`src/rtl/servo_pwm_array.sv`:
```
// N-channel hobby-servo PWM generator sharing one frame counter; each channel's
// applied width follows its commanded target, rate-limited and updated only at frame ends.
module servo_pwm_array #(
  parameter int NUM_CH        = 3,
  parameter int PERIOD_CYCLES = 1000000,
  parameter int MIN_PULSE     = 50000,
  parameter int MAX_PULSE     = 100000,
  parameter int STEP_CYCLES   = 196,
  parameter int CMD_W         = 8,
  parameter int SLEW_STEP     = 2500,
  localparam int CH_W         = (NUM_CH > 1) ? $clog2(NUM_CH) : 1
) (
  input  logic              clock_i,
  input  logic              reset_i,
  input  logic              enable_i,
  input  logic              cmd_valid_i,
  output logic              cmd_ready_o,
  input  logic [CH_W-1:0]   cmd_ch_i,
  input  logic [CMD_W-1:0]  cmd_value_i,
  output logic [NUM_CH-1:0] pwm_out_o,
  output logic [NUM_CH-1:0] settled_o,
  output logic              frame_start_o,
  output logic              cmd_error_o
);

  localparam int CNT_W = $clog2(PERIOD_CYCLES);
  localparam int W_W   = $clog2(MAX_PULSE + 1);
  localparam int CMP_W = (CNT_W > W_W) ? CNT_W : W_W;
  localparam logic [CNT_W-1:0] LAST   = CNT_W'(PERIOD_CYCLES - 1);
  localparam logic [W_W-1:0]   CENTER = W_W'((MIN_PULSE + MAX_PULSE) / 2);

  logic [CNT_W-1:0] cnt_q, cnt_d;
  logic             en_f_q, en_f_d;
  logic             cmd_error_q, cmd_error_d;
  logic             boundary;
  logic             accept;
  logic             ch_ok;
  logic [63:0]      w_wide;
  logic [W_W-1:0]   w_cmd;

  // Refusing commands in the boundary cycle keeps target writes and slew updates disjoint.
  assign cmd_ready_o   = !reset_i && !boundary;
  assign frame_start_o = (cnt_q == '0);
  assign cmd_error_o   = cmd_error_q;

  always_comb begin
    boundary    = (cnt_q == LAST);
    accept      = cmd_valid_i && cmd_ready_o;
    ch_ok       = (int'(cmd_ch_i) < NUM_CH);
    w_wide      = 64'(MIN_PULSE) + 64'(cmd_value_i) * 64'(STEP_CYCLES);
    w_cmd       = (w_wide > 64'(MAX_PULSE)) ? W_W'(MAX_PULSE) : w_wide[W_W-1:0];
    cnt_d       = boundary ? '0 : cnt_q + CNT_W'(1);
    en_f_d      = boundary ? enable_i : en_f_q;
    cmd_error_d = cmd_error_q | (accept & ~ch_ok);
  end

  always_ff @(posedge clock_i) begin
    if (reset_i) begin
      cnt_q       <= '0;
      en_f_q      <= 1'b0;
      cmd_error_q <= 1'b0;
    end else begin
      cnt_q       <= cnt_d;
      en_f_q      <= en_f_d;
      cmd_error_q <= cmd_error_d;
    end
  end

  for (genvar gi = 0; gi < NUM_CH; gi++) begin : g_ch
    logic [W_W-1:0] tgt_q, tgt_d;
    logic [W_W-1:0] cur_q, cur_d;
    logic           pwm_q, pwm_d;

    always_comb begin
      tgt_d = tgt_q;
      if (accept && ch_ok && (int'(cmd_ch_i) == gi)) begin
        tgt_d = w_cmd;
      end
      cur_d = cur_q;
      if (boundary) begin
        if (tgt_q >= cur_q) begin
          if (int'(tgt_q - cur_q) <= SLEW_STEP) cur_d = tgt_q;
          else                                   cur_d = cur_q + W_W'(SLEW_STEP);
        end else begin
          if (int'(cur_q - tgt_q) <= SLEW_STEP) cur_d = tgt_q;
          else                                   cur_d = cur_q - W_W'(SLEW_STEP);
        end
      end
      // High for exactly cur cycles, starting the cycle after frame_start.
      pwm_d = en_f_q && (CMP_W'(cnt_q) < CMP_W'(cur_q));
    end

    always_ff @(posedge clock_i) begin
      if (reset_i) begin
        tgt_q <= CENTER;
        cur_q <= CENTER;
        pwm_q <= 1'b0;
      end else begin
        tgt_q <= tgt_d;
        cur_q <= cur_d;
        pwm_q <= pwm_d;
      end
    end

    assign pwm_out_o[gi] = pwm_q;
    assign settled_o[gi] = (cur_q == tgt_q);
  end

endmodule

```
`config.mk`:
```
export PLATFORM = sky130hd
export DESIGN_NAME = servo_pwm_array
export DESIGN_NICKNAME = d
export VERILOG_FILES = /design/src/rtl/servo_pwm_array.sv
export SDC_FILE = /design/constraint.sdc
export NUM_CORES = 1
export LEC_CHECK = 0
export CAP_MARGIN = 20
export CORE_ASPECT_RATIO = 2
export CORE_MARGIN = 3
export CORE_UTILIZATION = 50
export CTS_CLUSTER_SIZE = 12
export DETAILED_ROUTE_END_ITERATION = 16
export GPL_TIMING_DRIVEN = 0
export HOLD_SLACK_MARGIN = 0.15
export PLACE_DENSITY = 0.79
export SETUP_SLACK_MARGIN = 0.3
export SYNTH_ARGS = -nofsm -noshare
export SYNTH_HDL_FRONTEND = slang
export SYNTH_SLANG_ARGS = --single-unit
```
`constraint.sdc`:
```
create_clock -name clock_i -period 4.1 [get_ports clock_i]
set_clock_uncertainty 0.1 [all_clocks]
set_input_delay 0.41 -clock clock_i [delete_from_list [all_inputs] [get_ports clock_i]]
set_output_delay 0.41 -clock clock_i [all_outputs]
set_load 0.01 [all_outputs]
```
==> flow_summary.html <==
<table>
<tr><th>Metric</th><th>Value</th></tr>
<tr><th colspan="2">Clock network</th></tr>
<tr><td>Clock tree sinks</td><td>115</td></tr>
<tr><td>TritonCTS Buffers</td><td>17</td></tr>
<tr><td>Master cell of the clock root buffer</td><td>clkbuf_16</td></tr>
<tr><td>Worst skew pair latency</td><td>0.44 ns</td></tr>
<tr><td>CTS Buffer Depth</td><td>2</td></tr>
<tr><td>Clock tree from TritonCTS</td><td>yes</td></tr>
<tr><td>CTS Hold Bufs</td><td>0</td></tr>
<tr><td>CTS clock-pin slew for the worst setup and hold paths</td><td>0.06 ns</td></tr>
<tr><td>Level count of the clock H-tree</td><td>4</td></tr>
<tr><th colspan="2">Power</th></tr>
<tr><td>Register share of total power</td><td>20.2%</td></tr>
<tr><td>Internal</td><td>3.271 mW</td></tr>
<tr><td>Max IR drop VDD</td><td>277.3 uV</td></tr>
<tr><td>Fraction of power consumed by combinational cells</td><td>54.5%</td></tr>
<tr><td>Cell area power density</td><td>369.4 nW/um^2</td></tr>
<tr><td>Clock power frac</td><td>25.3%</td></tr>
<tr><td>Power dissipated by switching net loads</td><td>2.588 mW</td></tr>
<tr><td>Pleak</td><td>6.702 nW</td></tr>
<tr><td>Switching Fraction</td><td>44.17%</td></tr>
<tr><td>Final Total Pwr</td><td>5.859 mW</td></tr>
<tr><th colspan="2">STA</th></tr>
<tr><td>Slew margin rel.</td><td>25.19%</td></tr>
<tr><td>RSZ-0062 raised after global routing</td><td>true</td></tr>
<tr><td>Final total negative setup slack</td><td>-0.2352 ns</td></tr>
<tr><td>Final Worst Setup Slack</td><td>-0.05903 ns</td></tr>
<tr><td>Setup Viol. Count Final</td><td>5</td></tr>
<tr><td>Period utilisation layout</td><td>101.4%</td></tr>
<tr><td>Final critical delay including setup and external delays</td><td>4.159 ns</td></tr>
<tr><td>Final slew viol count</td><td>0</td></tr>
<tr><td>Slew at the pin closest to its max-slew limit</td><td>1.122 ns</td></tr>
<tr><td>Highest clock rate</td><td>240.4 MHz</td></tr>
<tr><td>Total count of hold-check failures in the final report</td><td>0</td></tr>
<tr><th colspan="2">Final layout</th></tr>
<tr><td>Number of inserted filler cells in the final layout</td><td>2,205</td></tr>
<tr><td>Combined area of the multi-input logic cells</td><td>10,920 sq um</td></tr>
<tr><td>Commonest non-fill, non-tap cell in the layout</td><td>ha_1</td></tr>
<tr><td>Layout Cell Area excl Fill</td><td>15,860 sq um</td></tr>
<tr><td>Diodes inserted</td><td>0</td></tr>
<tr><td>Synth-to-Final Area Change</td><td>20.06%</td></tr>
<tr><td>Post-layout nets</td><td>2,019</td></tr>
<tr><td>Final cell utilization of the core</td><td>61.35%</td></tr>
<tr><td>Sequential cell area</td><td>2328 sq um</td></tr>
<tr><td>Commonest cells after routing, fill and taps aside</td><td>163 x ha_1, 130 x a21oi_1, 120 x nand2_1, 107 x inv_1, 107 x nor2_1</td></tr>
<tr><td>Share of final-layout standard cells stronger than drive strength 1</td><td>16.84%</td></tr>
<tr><td>Number of standard cells in the final layout excluding fillers</td><td>2,175</td></tr>
<tr><th colspan="2">Placed design</th></tr>
<tr><td>Count of input and output buffers</td><td>21</td></tr>
<tr><td>Inst Count DP</td><td>2,095</td></tr>
<tr><td>Global placer's final weighted congestion</td><td>0.9731</td></tr>
<tr><td>Area of placed instances</td><td>13,980 sq um</td></tr>
<tr><td>Post-DP HPWL</td><td>37.78 mm</td></tr>
<tr><th colspan="2">Worst setup path</th></tr>
<tr><td>Endpoint kind of the worst setup timing path</td><td>flip-flop</td></tr>
<tr><td>Data arrival, critical path</td><td>4.34 ns</td></tr>
<tr><td>Worst-path fanout max</td><td>5</td></tr>
<tr><td>Kind of launch point of the worst setup path</td><td>input port</td></tr>
<tr><td>Setup CP Type</td><td>in2reg</td></tr>
<tr><td>Worst Path Required</td><td>4.28 ns</td></tr>
<tr><th colspan="2">Yosys</th></tr>
<tr><td>Yosys cell types</td><td>91</td></tr>
<tr><td>Syn Inst Count</td><td>1,733</td></tr>
<tr><td>Synth Register Bits</td><td>115</td></tr>
<tr><td>Number of warnings issued by yosys</td><td>0</td></tr>
<tr><td>Synthesized cell area</td><td>13,210 sq um</td></tr>
<tr><td>Main area contributors after synthesis</td><td>dfxtp_1 17%, ha_1 17%, a21oi_1 5.3%</td></tr>
<tr><td>Count of flip-flops with a built-in enable after synthesis</td><td>0</td></tr>
<tr><td>Proportion of register bits with asynchronous set or reset after synthesis</td><td>0%</td></tr>
<tr><td>Mean cell area of the mapped netlist</td><td>7.625 sq um</td></tr>
<tr><td>Most common flop cell mapped by yosys</td><td>dfxtp_1</td></tr>
<tr><td>Post-synthesis net count</td><td>1,930</td></tr>
<tr><td>Part of the Yosys area used for sequential elements</td><td>17.42%</td></tr>
<tr><td>Area fraction of the dominant cell type after synthesis</td><td>17.42%</td></tr>
<tr><td>Cell type with the highest aggregate area in the netlist</td><td>dfxtp_1</td></tr>
<tr><th colspan="2">Run status</th></tr>
<tr><td>Outcome</td><td>complete, but fails checks</td></tr>
<tr><td>Violated checks</td><td>setup timing</td></tr>
<tr><th colspan="2">Route</th></tr>
<tr><td>Vias after detailed routing</td><td>14.46k</td></tr>
<tr><td>Remaining DRCs</td><td>0</td></tr>
<tr><td>Count of TritonRoute iterations in the first routing pass</td><td>8</td></tr>
<tr><td>Drt total wl</td><td>51.36 mm</td></tr>
<tr><td>Residual antenna-violating net count after detailed routing</td><td>0</td></tr>
<tr><td>Average via count per standard cell</td><td>6.650</td></tr>
<tr><td>Mean routed wirelength per cell</td><td>23.61 microns</td></tr>
<tr><td>Number of DRC markers in iteration 0</td><td>1,254</td></tr>
<tr><th colspan="2">Global route</th></tr>
<tr><td>Wire length of the first global-routing pass</td><td>77.53 mm</td></tr>
<tr><td>Largest net degree at the start of global routing</td><td>17</td></tr>
<tr><td>Tot GR Track Use</td><td>34.63%</td></tr>
<tr><td>Congestion Overflow GR</td><td>0</td></tr>
<tr><td>Number of global-route vias before repair</td><td>14.45k</td></tr>
<tr><td>Number of antenna violations at the first check in global routing</td><td>1</td></tr>
<tr><th colspan="2">Flow run</th></tr>
<tr><td>Max_cap viols</td><td>0</td></tr>
<tr><th colspan="2">Floorplan</th></tr>
<tr><td>Area of the die</td><td>28,530 sq um</td></tr>
<tr><td>Core ar.</td><td>25,860 sq um</td></tr>
<tr><td>Row cnt</td><td>83</td></tr>
<tr><td>Starting Density</td><td>51.10%</td></tr>
<tr><td>I/O pin cnt</td><td>23</td></tr>
<tr><td>Die W</td><td>121.0 microns</td></tr>
<tr><td>Chip Height</td><td>235.9 microns</td></tr>
<tr><th colspan="2">Worst hold path</th></tr>
<tr><td>Hold crit path type</td><td>in2reg</td></tr>
</table>
final timing paths:
kind	slack (ns)	startpoint	endpoint	depth (start not counted)
worst max register to register	0.27	g_ch[2].cur_q[2]$_SDFFE_PP0P_	g_ch[2].cur_q[8]$_SDFFE_PP0P_	15
worst min register to register	0.37	en_f_q$_SDFFE_PP0P_	en_f_q$_SDFFE_PP0P_	2
worst max-delay path	-0.06	cmd_value_i[1]	g_ch[2].tgt_q[8]$_SDFFE_PP0P_	18
worst min-delay path	0.18	cmd_value_i[1]	g_ch[2].tgt_q[3]$_SDFFE_PP1P_	3
cell families after synthesis:
logic type | Yosys count | share of synthesized area (%)
simple gates | 500 | 18.44
xor+xnor | 133 | 8.815
flops | 115 | 17.42
buf+inv | 222 | 6.713
compound gates | 554 | 28.94
mux | 26 | 2.007
fa+ha+maj | 183 | 17.67
synth_stat cells (all sizes together) (6+ instances only):
cell type / number
a31oi: 29
o22ai: 6
nor2b: 9
o31a: 6
fa: 6
or3: 19
a2111oi: 12
and2: 10
nor4: 17
o311ai: 7
a41oi: 11
a21o: 31
a2bb2oi: 7
and3: 22
o32ai: 10
buf: 25
ha: 177
a21oi: 143
o21bai: 6
mux2i: 22
dfxtp: 115
o21a: 24
o21ai: 96
a211oi: 28
inv: 117
nand4: 21
a221o: 8
nor3: 54
o211ai: 28
nand2b: 11
nand2: 125
clkbuf: 76
nand3: 72
xnor2: 74
and4: 6
o31ai: 28
xor2: 59
a211o: 12
nor2: 115
a221oi: 11
o221ai: 10
worst max-delay path, stage by stage:
cell	delay, ns
buf_8	0.11
ha_4	0.26
fa_1	0.41
ha_1	0.32
ha_2	0.19
inv_2	0.06
fa_2	0.44
nor2b_4	0.15
and2_4	0.18
nor2_4	0.10
and3_4	0.21
nand2_2	0.06
or3_4	0.38
a221o_1	0.41
buf_6	0.16
nor2_4	0.20
buf_6	0.19
o32ai_2	0.08
repair_timing:
action                     in CTS  in global routing
setup buffers                  31                 14
pin swaps                      45                 24
gates cloned                    3                  0
resized for setup             130                143
setup endpoints to repair      92                 90
through the flow:
step / setup WS [ns] / hold WS [ns]
6_report: -0.05903 / 0.1751
5_1_grt: -0.1562 / 0.1858
4_1_cts: 0.1053 / 0.1922
3_5_place_dp: -1.395 / 0.3524
3_3_place_gp: -1.286 / 0.3437
2_1_floorplan: -0.07289 / 0.3300
flip-flops by register name (all words and copies together) (netlist names):
name,cells
cnt_q,20
cmd_error_o,1
g_ch.tgt_q,45
g_ch.pwm_q,3
en_f_q,1
g_ch.cur_q,45
cell type report:
cell class,instances,area share [%]
plain buffers,101,3.289
clock buffers,20,2.879
clock inverters,12,0.7572
inverters,121,2.942
multi-input cells,1396,68.81
flip-flops and latches,115,14.68
well taps,340,2.682
repair buffers,70,3.967
power by group through the flow:
| stage | logic [mW] | clock network (mW) | registers (mW) |
|---|---|---|---|
| floorplan | 1.70 | 0 | 1.19 |
| global placement | 2.34 | 0 | 1.20 |
| detailed placement | 2.37 | 0 | 1.20 |
| CTS | 2.78 | 1.47 | 1.18 |
| global route | 3.35 | 1.52 | 1.18 |
| finish | 3.20 | 1.48 | 1.18 |
per-layer routing:
layer  GRT usage [%]  share of wire (%)  wire length, microns
met1           32.85                 33                 16710
met2           60.47                 49                 25050
met3           6.910                6.6                  3372
met4           32.50                 12                  6234
met5               0                  0                     0
Power figures use the tool's default switching activity.
==> patch (config.mk and constraints unchanged) <==
Register the output `pwm_out_o` once more, cleared by the reset; this adds one clock of latency there. The other outputs are not delayed to match.
--- a/src/rtl/servo_pwm_array.sv
+++ b/src/rtl/servo_pwm_array.sv
@@ -28,6 +28,8 @@
   localparam int CMP_W = (CNT_W > W_W) ? CNT_W : W_W;
   localparam logic [CNT_W-1:0] LAST   = CNT_W'(PERIOD_CYCLES - 1);
   localparam logic [W_W-1:0]   CENTER = W_W'((MIN_PULSE + MAX_PULSE) / 2);
+
+  logic [NUM_CH-1:0] pwm_out_d;
 
   logic [CNT_W-1:0] cnt_q, cnt_d;
   logic             en_f_q, en_f_d;
@@ -102,8 +104,16 @@
       end
     end
 
-    assign pwm_out_o[gi] = pwm_q;
+    assign pwm_out_d[gi] = pwm_q;
     assign settled_o[gi] = (cur_q == tgt_q);
+  end
+
+  always_ff @(posedge clock_i) begin
+    if (reset_i) begin
+      pwm_out_o <= '0;
+    end else begin
+      pwm_out_o <= pwm_out_d;
+    end
   end
 
 endmodule
Formal check against the unedited RTL: same outputs for any inputs over 10 cycles, from zero or initial values and one cycle with reset_i high; that may be too few to reach the edited logic, so the function may still have changed.
==> patch against the original RTL <==
The flow still finishes with violations (setup timing). Count of clock-buffer cells in the layout down 2. Combinational power rose by 9.7%. Die area up 2.9%. Clock power up 5%. Utilization shrank 1.4 points. Synthesized cell count rose by 2.1%. Total power increased by 7.3%. Wire length is 2.0% lower. Sequential cell count increased by 3. Setup slack lost 32 ps. Cell area increased by 0.43%. Synthesized area grew 3.0%. Worst hold slack improved by 100 ps. Non-clock buffer count down 18. Critical path type unchanged. Critical endpoint is now g_ch[2].tgt_q[2]$_SDFFE_PP0P_. Largest cell class unchanged. Highest routed layer unchanged.
==> patch: results (changes against the original RTL) <==
outcome:
  status: "complete, but fails checks"
  violations: "setup timing"
critical_path:
  cp_max_fo: 3  # -2
  crit_path_end: "g_ch[2].tgt_q[2]$_SDFFE_PP0P_"
  cp_top_family: "compound AO/OA/AOI/OAI gates"
  r2r_setup_slack_ps: 360  # +90 ps
  timing.rr.start: "g_ch[2].tgt_q[7]$_SDFFE_PP1P_"
  max_stage_delay_ps: 710  # +270 ps
  reg2reg_to: "g_ch[2].cur_q[5]$_SDFFE_PP1P_"
pwr:
  power_mw: 6.29  # +7.3%
  p_sw_share_pct: 44.1  # -0.11 points
  clk-power_mw: 1.56  # +5%
  p_leak_nw: 6.95  # +3.8%
layout:
  drive_above_1_share_pct: 14.4  # -2.5 points
sta:
  fin_ws_ps: -91.3  # -32.3 ps
  slew_headroom_pct: 31.6  # +6.4 points
  setup_viol: 2  # -3
  setup-tns-final_ps: -92.3  # +143 ps
placed_design:
  place.gp.congestion: 1.04  # +7.0%
  dp_hpwl_um: 37200  # -1.5%
  portBuffers: 22  # +4.8%
synth:
  synth_common_cells: "177 x ha_1, 161 x nor2_1, 132 x a21oi_1"
  synth_compound_area_share_pct: 25.8  # -3.1 points
  syn_avg_cell_area_um2: 7.69  # +0.91%
  yosys-top-cells-area: "dfxtp_1 17%, ha_1 16%, xnor2_1 5.8%"
  muxShareOfSynthArea_pct: 2.61  # +0.60 points
global_route:
  grt_pass1_wl_um: 76600  # -1.2%
  grt_pass1_vias: 14400  # -0.33%
cts:
  post_cts_buffers: 24  # -23%
-- patch: cell count changes after synthesis, moves of 9 or more --
cell and change:
o21a_1 -10, o31ai_1 -18, nor2_1 +46, clkbuf_1 -39
buf_2 +17, inv_1 +13, a32o_1 +12, xnor2_1 +16
a21oi_1 -9, nand2b_1 +14, nor2b_1 +9, o211ai_1 -11
o32ai_1 -9, nand3_1 -16
-- patch: area by class of cell --
cell class,instances,share of cell area (%)
tap,344,2.70
multi-input combinational,1434,67.9
buffer,84,3.15
timing repair buffer,69,4.34
inverter,133,3.21
sequential,118,14.9
clock inverter,14,1.03
clock buffer,18,2.69
antenna,2,0.0314
-- patch: per-layer routing --
layer  share of wire, %  GRT usage (%)
met3                6.5           6.10
met5                  0              0
met2                 49           58.4
met1                 33           32.2
met4                 12           32.8
-- patch: worst min-delay path by stage --
stage / startpoint / to
after floorplan: g_ch[0].pwm_q$_SDFF_PP0_ / pwm_out_o[0]$_SDFF_PP0_
after global placement: g_ch[2].pwm_q$_SDFF_PP0_ / pwm_out_o[2]$_SDFF_PP0_
after detailed placement: g_ch[2].pwm_q$_SDFF_PP0_ / pwm_out_o[2]$_SDFF_PP0_
after CTS: cmd_value_i[1] / g_ch[1].tgt_q[3]$_SDFFE_PP1P_
after global routing: cmd_value_i[1] / g_ch[1].tgt_q[3]$_SDFFE_PP1P_
final: cmd_value_i[1] / g_ch[1].tgt_q[3]$_SDFFE_PP1P_
-- patch: cells by family (layout without fill, tap and decap cells) --
logic type,Yosys count,in the layout
other,0,2
AND/OR/NAND/NOR,569,569
multiplexers,34,34
buffers and inverters,217,318
XOR/XNOR,145,145
flip-flops,118,118
adder cells (fa/ha/maj),183,183
AO/OA/AOI/OAI,503,503
